[src/rtl/gcn_pkg.sv]
// Shared GCN aggregation-path parameters, types and the COO edge scheduler state encoding.
package gcn_pkg;

    localparam int unsigned DOT_PROD_ROWS      = 6;
    localparam int unsigned DOT_PROD_COLS      = 3;
    localparam int unsigned COO_NUM_OF_COLS    = 6;
    localparam int unsigned COO_NUM_OF_ROWS    = 2;
    localparam int unsigned ADJ_DOT_PROD_WIDTH = 16;

    // Width helper that never collapses to zero bits for single-entry ranges.
    function automatic int unsigned clog2_min1(input int unsigned n);
        return (n > 1) ? $clog2(n) : 1;
    endfunction

    localparam int unsigned COO_BW              = clog2_min1(COO_NUM_OF_COLS);
    localparam int unsigned DOT_PROD_ROWS_WIDTH = clog2_min1(DOT_PROD_ROWS);

    typedef logic [ADJ_DOT_PROD_WIDTH-1:0] fm_wm_row_t [0:DOT_PROD_COLS-1];
    typedef logic [COO_BW-1:0]             coo_col_t   [0:COO_NUM_OF_ROWS-1];

    typedef enum logic [2:0] {
        IDLE       = 3'd0,
        ROW_REQ    = 3'd1,
        ROW_WAIT   = 3'd2,
        COL_STREAM = 3'd3,
        COL_DRAIN  = 3'd4,
        DONE       = 3'd5
    } sched_state_e;

endpackage

[src/rtl/coo_edge_scheduler.sv]
// Walks every FM*WM product row and streams all COO edge columns for it,
// feeding the COO multiplier with row/column strobes and the current row index.
module coo_edge_scheduler #(
    parameter int unsigned  DOT_PROD_ROWS       = gcn_pkg::DOT_PROD_ROWS,
    parameter int unsigned  DOT_PROD_COLS       = gcn_pkg::DOT_PROD_COLS,
    parameter int unsigned  COO_NUM_OF_COLS     = gcn_pkg::COO_NUM_OF_COLS,
    parameter int unsigned  ADJ_DOT_PROD_WIDTH  = gcn_pkg::ADJ_DOT_PROD_WIDTH,
    localparam int unsigned COO_BW              = gcn_pkg::clog2_min1(COO_NUM_OF_COLS),
    localparam int unsigned DOT_PROD_ROWS_WIDTH = gcn_pkg::clog2_min1(DOT_PROD_ROWS)
) (
    input  logic                           clk,
    input  logic                           reset,
    input  logic                           start,
    output logic                           busy,
    output logic                           done,
    output logic                           fm_wm_rd_en,
    output logic [DOT_PROD_ROWS_WIDTH-1:0] fm_wm_addr,
    input  logic [ADJ_DOT_PROD_WIDTH-1:0]  fm_wm_rd_data [0:DOT_PROD_COLS-1],
    output logic                           coo_rd_en,
    output logic [COO_BW-1:0]              coo_addr,
    input  logic [COO_BW-1:0]              coo_rd_data [0:gcn_pkg::COO_NUM_OF_ROWS-1],
    output logic                           is_read_row,
    output logic [ADJ_DOT_PROD_WIDTH-1:0]  FM_WM_Row [0:DOT_PROD_COLS-1],
    output logic                           is_read_column,
    output logic [COO_BW-1:0]              coo_in [0:gcn_pkg::COO_NUM_OF_ROWS-1],
    output logic [DOT_PROD_ROWS_WIDTH-1:0] FM_WM_ROW_Counter
);

    import gcn_pkg::*;

    localparam logic [COO_BW-1:0]              COL_LAST = COO_BW'(COO_NUM_OF_COLS - 1);
    localparam logic [DOT_PROD_ROWS_WIDTH-1:0] ROW_LAST = DOT_PROD_ROWS_WIDTH'(DOT_PROD_ROWS - 1);

    sched_state_e      state_q;
    sched_state_e      state_d;
    logic [COO_BW-1:0] col_cnt_q;
    logic              col_valid_q;

    always_comb begin
        state_d = state_q;
        unique case (state_q)
            IDLE:       if (start) state_d = ROW_REQ;
            ROW_REQ:    state_d = ROW_WAIT;
            ROW_WAIT:   state_d = COL_STREAM;
            COL_STREAM: if (col_cnt_q == COL_LAST) state_d = COL_DRAIN;
            COL_DRAIN:  state_d = (FM_WM_ROW_Counter == ROW_LAST) ? DONE : ROW_REQ;
            DONE:       state_d = IDLE;
            default:    state_d = IDLE;
        endcase
    end

    // Strobes are registered from the next state so they align with the state they describe.
    always_ff @(posedge clk or posedge reset) begin
        if (reset) begin
            state_q           <= IDLE;
            busy              <= 1'b0;
            done              <= 1'b0;
            fm_wm_rd_en       <= 1'b0;
            is_read_row       <= 1'b0;
            coo_rd_en         <= 1'b0;
            col_valid_q       <= 1'b0;
            col_cnt_q         <= '0;
            FM_WM_ROW_Counter <= '0;
        end else begin
            state_q     <= state_d;
            busy        <= (state_d == ROW_REQ) || (state_d == ROW_WAIT) ||
                           (state_d == COL_STREAM) || (state_d == COL_DRAIN);
            done        <= (state_d == DONE);
            fm_wm_rd_en <= (state_d == ROW_REQ);
            is_read_row <= (state_d == ROW_WAIT);
            coo_rd_en   <= (state_d == COL_STREAM);
            col_valid_q <= coo_rd_en;

            if (state_d == ROW_REQ)
                col_cnt_q <= '0;
            else if ((state_q == COL_STREAM) && (col_cnt_q != COL_LAST))
                col_cnt_q <= col_cnt_q + 1'b1;

            if (state_q == DONE)
                FM_WM_ROW_Counter <= '0;
            else if ((state_q == COL_DRAIN) && (state_d == ROW_REQ))
                FM_WM_ROW_Counter <= FM_WM_ROW_Counter + 1'b1;
        end
    end

    assign fm_wm_addr = FM_WM_ROW_Counter;
    assign coo_addr   = col_cnt_q;
    assign FM_WM_Row  = fm_wm_rd_data;
    assign coo_in     = coo_rd_data;

    // A zero node id marks a padding edge: data still flows but is not strobed.
    assign is_read_column = col_valid_q && (coo_rd_data[0] != '0) && (coo_rd_data[1] != '0);

endmodule

[config.mk]
export PLATFORM = sky130hd
export DESIGN_NAME = coo_edge_scheduler
export DESIGN_NICKNAME = d
export VERILOG_FILES = /design/src/rtl/gcn_pkg.sv /design/src/rtl/coo_edge_scheduler.sv
export SDC_FILE = /design/constraint.sdc
export NUM_CORES = 1
export LEC_CHECK = 0
export BUFFER_PORTS_ARGS = -buffer_cell sky130_fd_sc_hd__buf_2
export CORE_ASPECT_RATIO = 0.8
export CORE_UTILIZATION = 35
export DETAILED_ROUTE_END_ITERATION = 10
export GPL_TIMING_DRIVEN = 0
export PLACE_DENSITY = 0.79
export SLEW_MARGIN = 10
export SYNTH_ARGS = -nofsm -noshare
export SYNTH_HDL_FRONTEND = slang
export SYNTH_SLANG_ARGS = --single-unit
[constraint.sdc]
create_clock -name clk -period 1.7 [get_ports clk]
set_input_delay 0.085 -clock clk [delete_from_list [all_inputs] [get_ports clk]]
set_output_delay 0.085 -clock clk [all_outputs]
set_load 0.005 [all_outputs]
# Word level (Yosys, flattened, before mapping)
# Index checks and enable logic that the tools add are counted.
# W data, S select, Z words.
word_totals:
  reg_bits: 15
  wordCells: 44
  output_inout_bits: 69
classes:
  n_mux: 8
  n_reduce_logical: 12
  addsub: 2
  eq_ne: 13
ops:
  columns: ["op", "n"]
  rows:
  - ["$mux W3", 7]
  - ["$eq A3 B3 Y1 const B", 6]
  - ["$pmux W3 S5", 1]
  - ["$eq A3 B2 Y1 const B", 4]
  - ["$add A3 B1 Y3 const B", 2]
  - ["$eq A3 B1 Y1 const B", 2]
  - ["$reduce_bool A3 Y1", 2]
  - ["$logic_and A1 B1 Y1", 4]
  - ["$reduce_bool A2 Y1", 2]
  - ["$logic_not A3 Y1", 1]
  - ["$logic_or A1 B1 Y1", 3]
  - ["$ne A3 B3 Y1 const B", 1]

# Longest topological paths before layout
depth:
  ltp_word: 7
  depth_mapped: 5
  mapped_depth_nobuf: 5

# Worst setup path before layout
# No wires, ideal clock.
synth_timing:
  path_type: "register -> register"
  startpoint: "register col_cnt_q[0], in the netlist coo_addr[0]"
  endpoint: "register col_cnt_q[0], in the netlist coo_addr[0]"
  setup_slack_ns: 0.257
  period_less_slack_ns: 1.443
  path_stages_with_launch: 5
  n_path_buf: 0
  arrival_ns: 1.365
  required_ns: 1.623
  path_cell_list: "dfrtp_1 > ha_1 > and2_4 > or4_1 > a21oi_1"
synth_between:
  elab_chain_len: 5
  word_cells_on_any_way: 10
  cone_classes: "add/sub (1); eq/ne (3); mux (4); reduce/logical (2)"
synth_lines:
  columns: ["item", "line", "source"]
  rows:
  - ["from (decl)", "coo_edge_scheduler.sv:36", "logic [COO_BW-1:0] col_cnt_q;"]
  - ["from (signal assigned)", "coo_edge_scheduler.sv:77", "col_cnt_q <= col_cnt_q + 1'b1;"]
  - ["$eq A3 B3 Y1", "coo_edge_scheduler.sv:45", "COL_STREAM: if (col_cnt_q == COL_LAST) state_d = COL_DRAIN;"]
  - ["$mux W3", "coo_edge_scheduler.sv:45", null]
  - ["$pmux W3 S5", "coo_edge_scheduler.sv:41", "unique case (state_q)"]
  - ["$eq A3 B1 Y1", "coo_edge_scheduler.sv:74", "if (state_d == ROW_REQ)"]
  - ["$mux W3 or $reduce_bool A2 Y1 (tied branches)", null, null]
# Several ways; a longest one is shown, not always the timed one. The select of a mux whose other input is x is not followed.
# A chain may end at the register's enable or synchronous reset.

# Worst setup path after layout
# Ends and elaborated chain as after synthesis.

==> results.json <==
{
  "status": "finished clean",
  "die-area_um2": 3590,
  "synth-seq-cells": 15,
  "synth_most_common_cell": "buf_4",
  "drv_cap": 0,
  "worstMarginPinSlew_ns": 0.532,
  "critPathBufInv": 0,
  "postLayoutCellArea_um2": 1670,
  "drt_wl_total_um": 2370,
  "p_per_area_nw_per_um2": 947,
  "synth_edf_count": 0,
  "syn_to_final_growth_pct": 41.9,
  "cp_slowest_stage_delay_ns": 0.46,
  "antenna_cells": 0,
  "drive_above_1_share_pct": 70.0,
  "cts_max_level": 1,
  "cts_made_buffers": 3,
  "via_per_inst": 4.25,
  "synthCells": 128,
  "synth.distinct_cells": 29,
  "grt_pass1_wl_um": 3190,
  "clock_tree.buffer_depth": 2,
  "setup_violations": 0,
  "gp_congestion": 0.789,
  "crit_fanout": 5,
  "antenna_found_initial": 0,
  "rsz0062_at_grt": "no",
  "placed_area_um2": 1610,
  "synth_nets": 189,
  "slew_viol_final": 0,
  "worst_setup_path_start_kind": "flip-flop",
  "slew_headroom_pct": 64.5,
  "synthTopCellsByArea": "buf_4, dfrtp_1, ha_1",
  "synth_top_flop_cell": "dfrtp_1",
  "first_pass_iters": 4,
  "drt_iter0_markers": 2,
  "syn_area_um2": 1170,
  "p_leak_nw": 0.975,
  "crit_required_ns": 1.87,
  "period_share_pct": 88.6,
  "dp_hpwl_um": 1960,
  "path_class": "flip-flop to flip-flop",
  "synth_common_cells": "buf_4, dfrtp_1, inv_1, nor3_1",
  "finalHoldViolations": 0,
  "post_synth.cell_area_avg_um2": 9.17,
  "path_clk_slew_ns": 0.06,
  "synthArstFlopShare_pct": 100,
  "via_count": 1063,
  "finalSetupTns_ns": 0,
  "wl_per_cell_um": 9.46,
  "clock-sinks": 15,
  "io_pins": 126,
  "grt_start_max_net_pins": 16,
  "vdd_drop_max_v": 0.000437,
  "crit_family": "simple AND/OR/NAND/NOR gates",
  "drc": 0,
  "overflow": 0,
  "core_area_um2": 3130,
  "die_x_um": 66.7,
  "cp_data_arrival_time_ns": 1.68,
  "synth_area_leader_cell": "buf_4",
  "ant_nets": 0,
  "grt_pass1_vias": 779,
  "crit_path_end_kind": "flip-flop",
  "io_buffers": 77,
  "cp_cell_sequence": "ha_1, and2_4, or4_1, a21oi_1",
  "cts_tree": "yes",
  "clock_latency_ns": 0.25,
  "seq_area_frac_synth_pct": 32.0,
  "clock.fmax_mhz": 664,
  "synth.top_cell.area_share_pct": 37.7,
  "yosysWarnings": 0,
  "min_period_ns": 1.51,
  "nets": 272,
  "hp-class": "input port to flip-flop",
  "crit_path_top_delay_cell": "or4_1",
  "start_util_pct": 37.5,
  "r2r_slack_ns": 0.19,
  "root_buffer": "clkbuf_8",
  "die_h_um": 53.8,
  "rows": 18,
  "gr-usage-all-layers_pct": 12.0,
  "fin_worst_skew_ns": 0.00408
}
==> through the flow <==
| stage | utilization [%] | power, mW | setup WS [ns] | hold WS [ns] | instances |
|---|---|---|---|---|---|
| floorplan | - | 1.05 | 0.257 | -0.0135 | 128 |
| global placement | 51.4 | 1.29 | 0.202 | 0.151 | 245 |
| detailed placement | 51.4 | 1.31 | 0.187 | 0.156 | 245 |
| CTS | 53.2 | 1.60 | 0.174 | 0.218 | 250 |
| global route | 53.2 | 1.71 | 0.0941 | 0.266 | 250 |
| finish | 53.2 | 1.58 | 0.194 | 0.229 | 250 |
==> sequential cells by signal (all words and copies together), names as in the netlist <==
signal / cells
FM_WM_ROW_Counter: 3
coo_addr: 3
state_q: 3
busy: 1
col_valid_q: 1
coo_rd_en: 1
done: 1
fm_wm_rd_en: 1
is_read_row: 1
==> metal layers <==
| layer | wire [µm] | GRT usage [%] |
|---|---|---|
| met3 | 305 | 4.87 |
| met2 | 1130 | 21.2 |
| met4 | 10 | 2.13 |
| met1 | 924 | 13.8 |
| met5 | 0 | 0 |
==> worst paths after layout <==
check | depth (start not counted) | endpoint | startpoint
worst min register to register | 0 | col_valid_q | coo_rd_en
worst min-delay path | 3 | busy | start
min in group asynchronous | 3 | col_valid_q | reset
worst max register to register | 4 | coo_addr[0] | coo_addr[0]
worst max-delay path | 4 | coo_addr[0] | coo_addr[0]
max in group asynchronous | 3 | coo_addr[0] | reset
==> area by class of cell <==
cell class,count,area [µm²]
buffer,61,453
timing repair buffer,78,395
multi-input combinational,46,323
inverter,6,22.5
tap,40,50.0
clock inverter,1,5.00
fill,294,1470
clock buffer,3,41.3
sequential,15,375
==> placed cells by master (no fill, tap or decap), types with 2 or more instances in the layout <==
cell	n
nand2_1	4
nor2_1	3
ha_1	4
or2_2	2
inv_1	6
buf_4	59
clkbuf_8	3
buf_2	79
dfrtp_1	15
nor3_1	6
o31ai_1	3
or4_1	3
a21oi_1	4
==> worst reg2reg max path, stage by stage (launching register included) <==
cell	delay (ns)
dfrtp_1	0.42
ha_1	0.24
and2_4	0.16
or4_1	0.46
a21oi_1	0.15
==> power by group <==
part,switching [mW],total [mW],internal (mW)
Clock,0.119,0.281,0.162
Combinational,0.355,0.758,0.403
Sequential,0.0700,0.537,0.467
==> timing repair <==
| action | 4_1_cts | 5_1_grt |
|---|---|---|
| setup buffers | 0 | 0 |
| gates resized for setup | 0 | 0 |
| hold buffers | 1 | 0 |
| hold endpoints to repair | 15 | 0 |
==> cell families after synthesis <==
group,Yosys count,share of synthesized area [%]
AO/OA/AOI/OAI,17,10.9
adder cells (fa/ha/maj),4,4.26
multiplexers,1,0.959
AND/OR/NAND/NOR,24,11.4
flip-flops,15,32.0
buffers and inverters,67,40.5
Power figures use the tool's default switching activity.
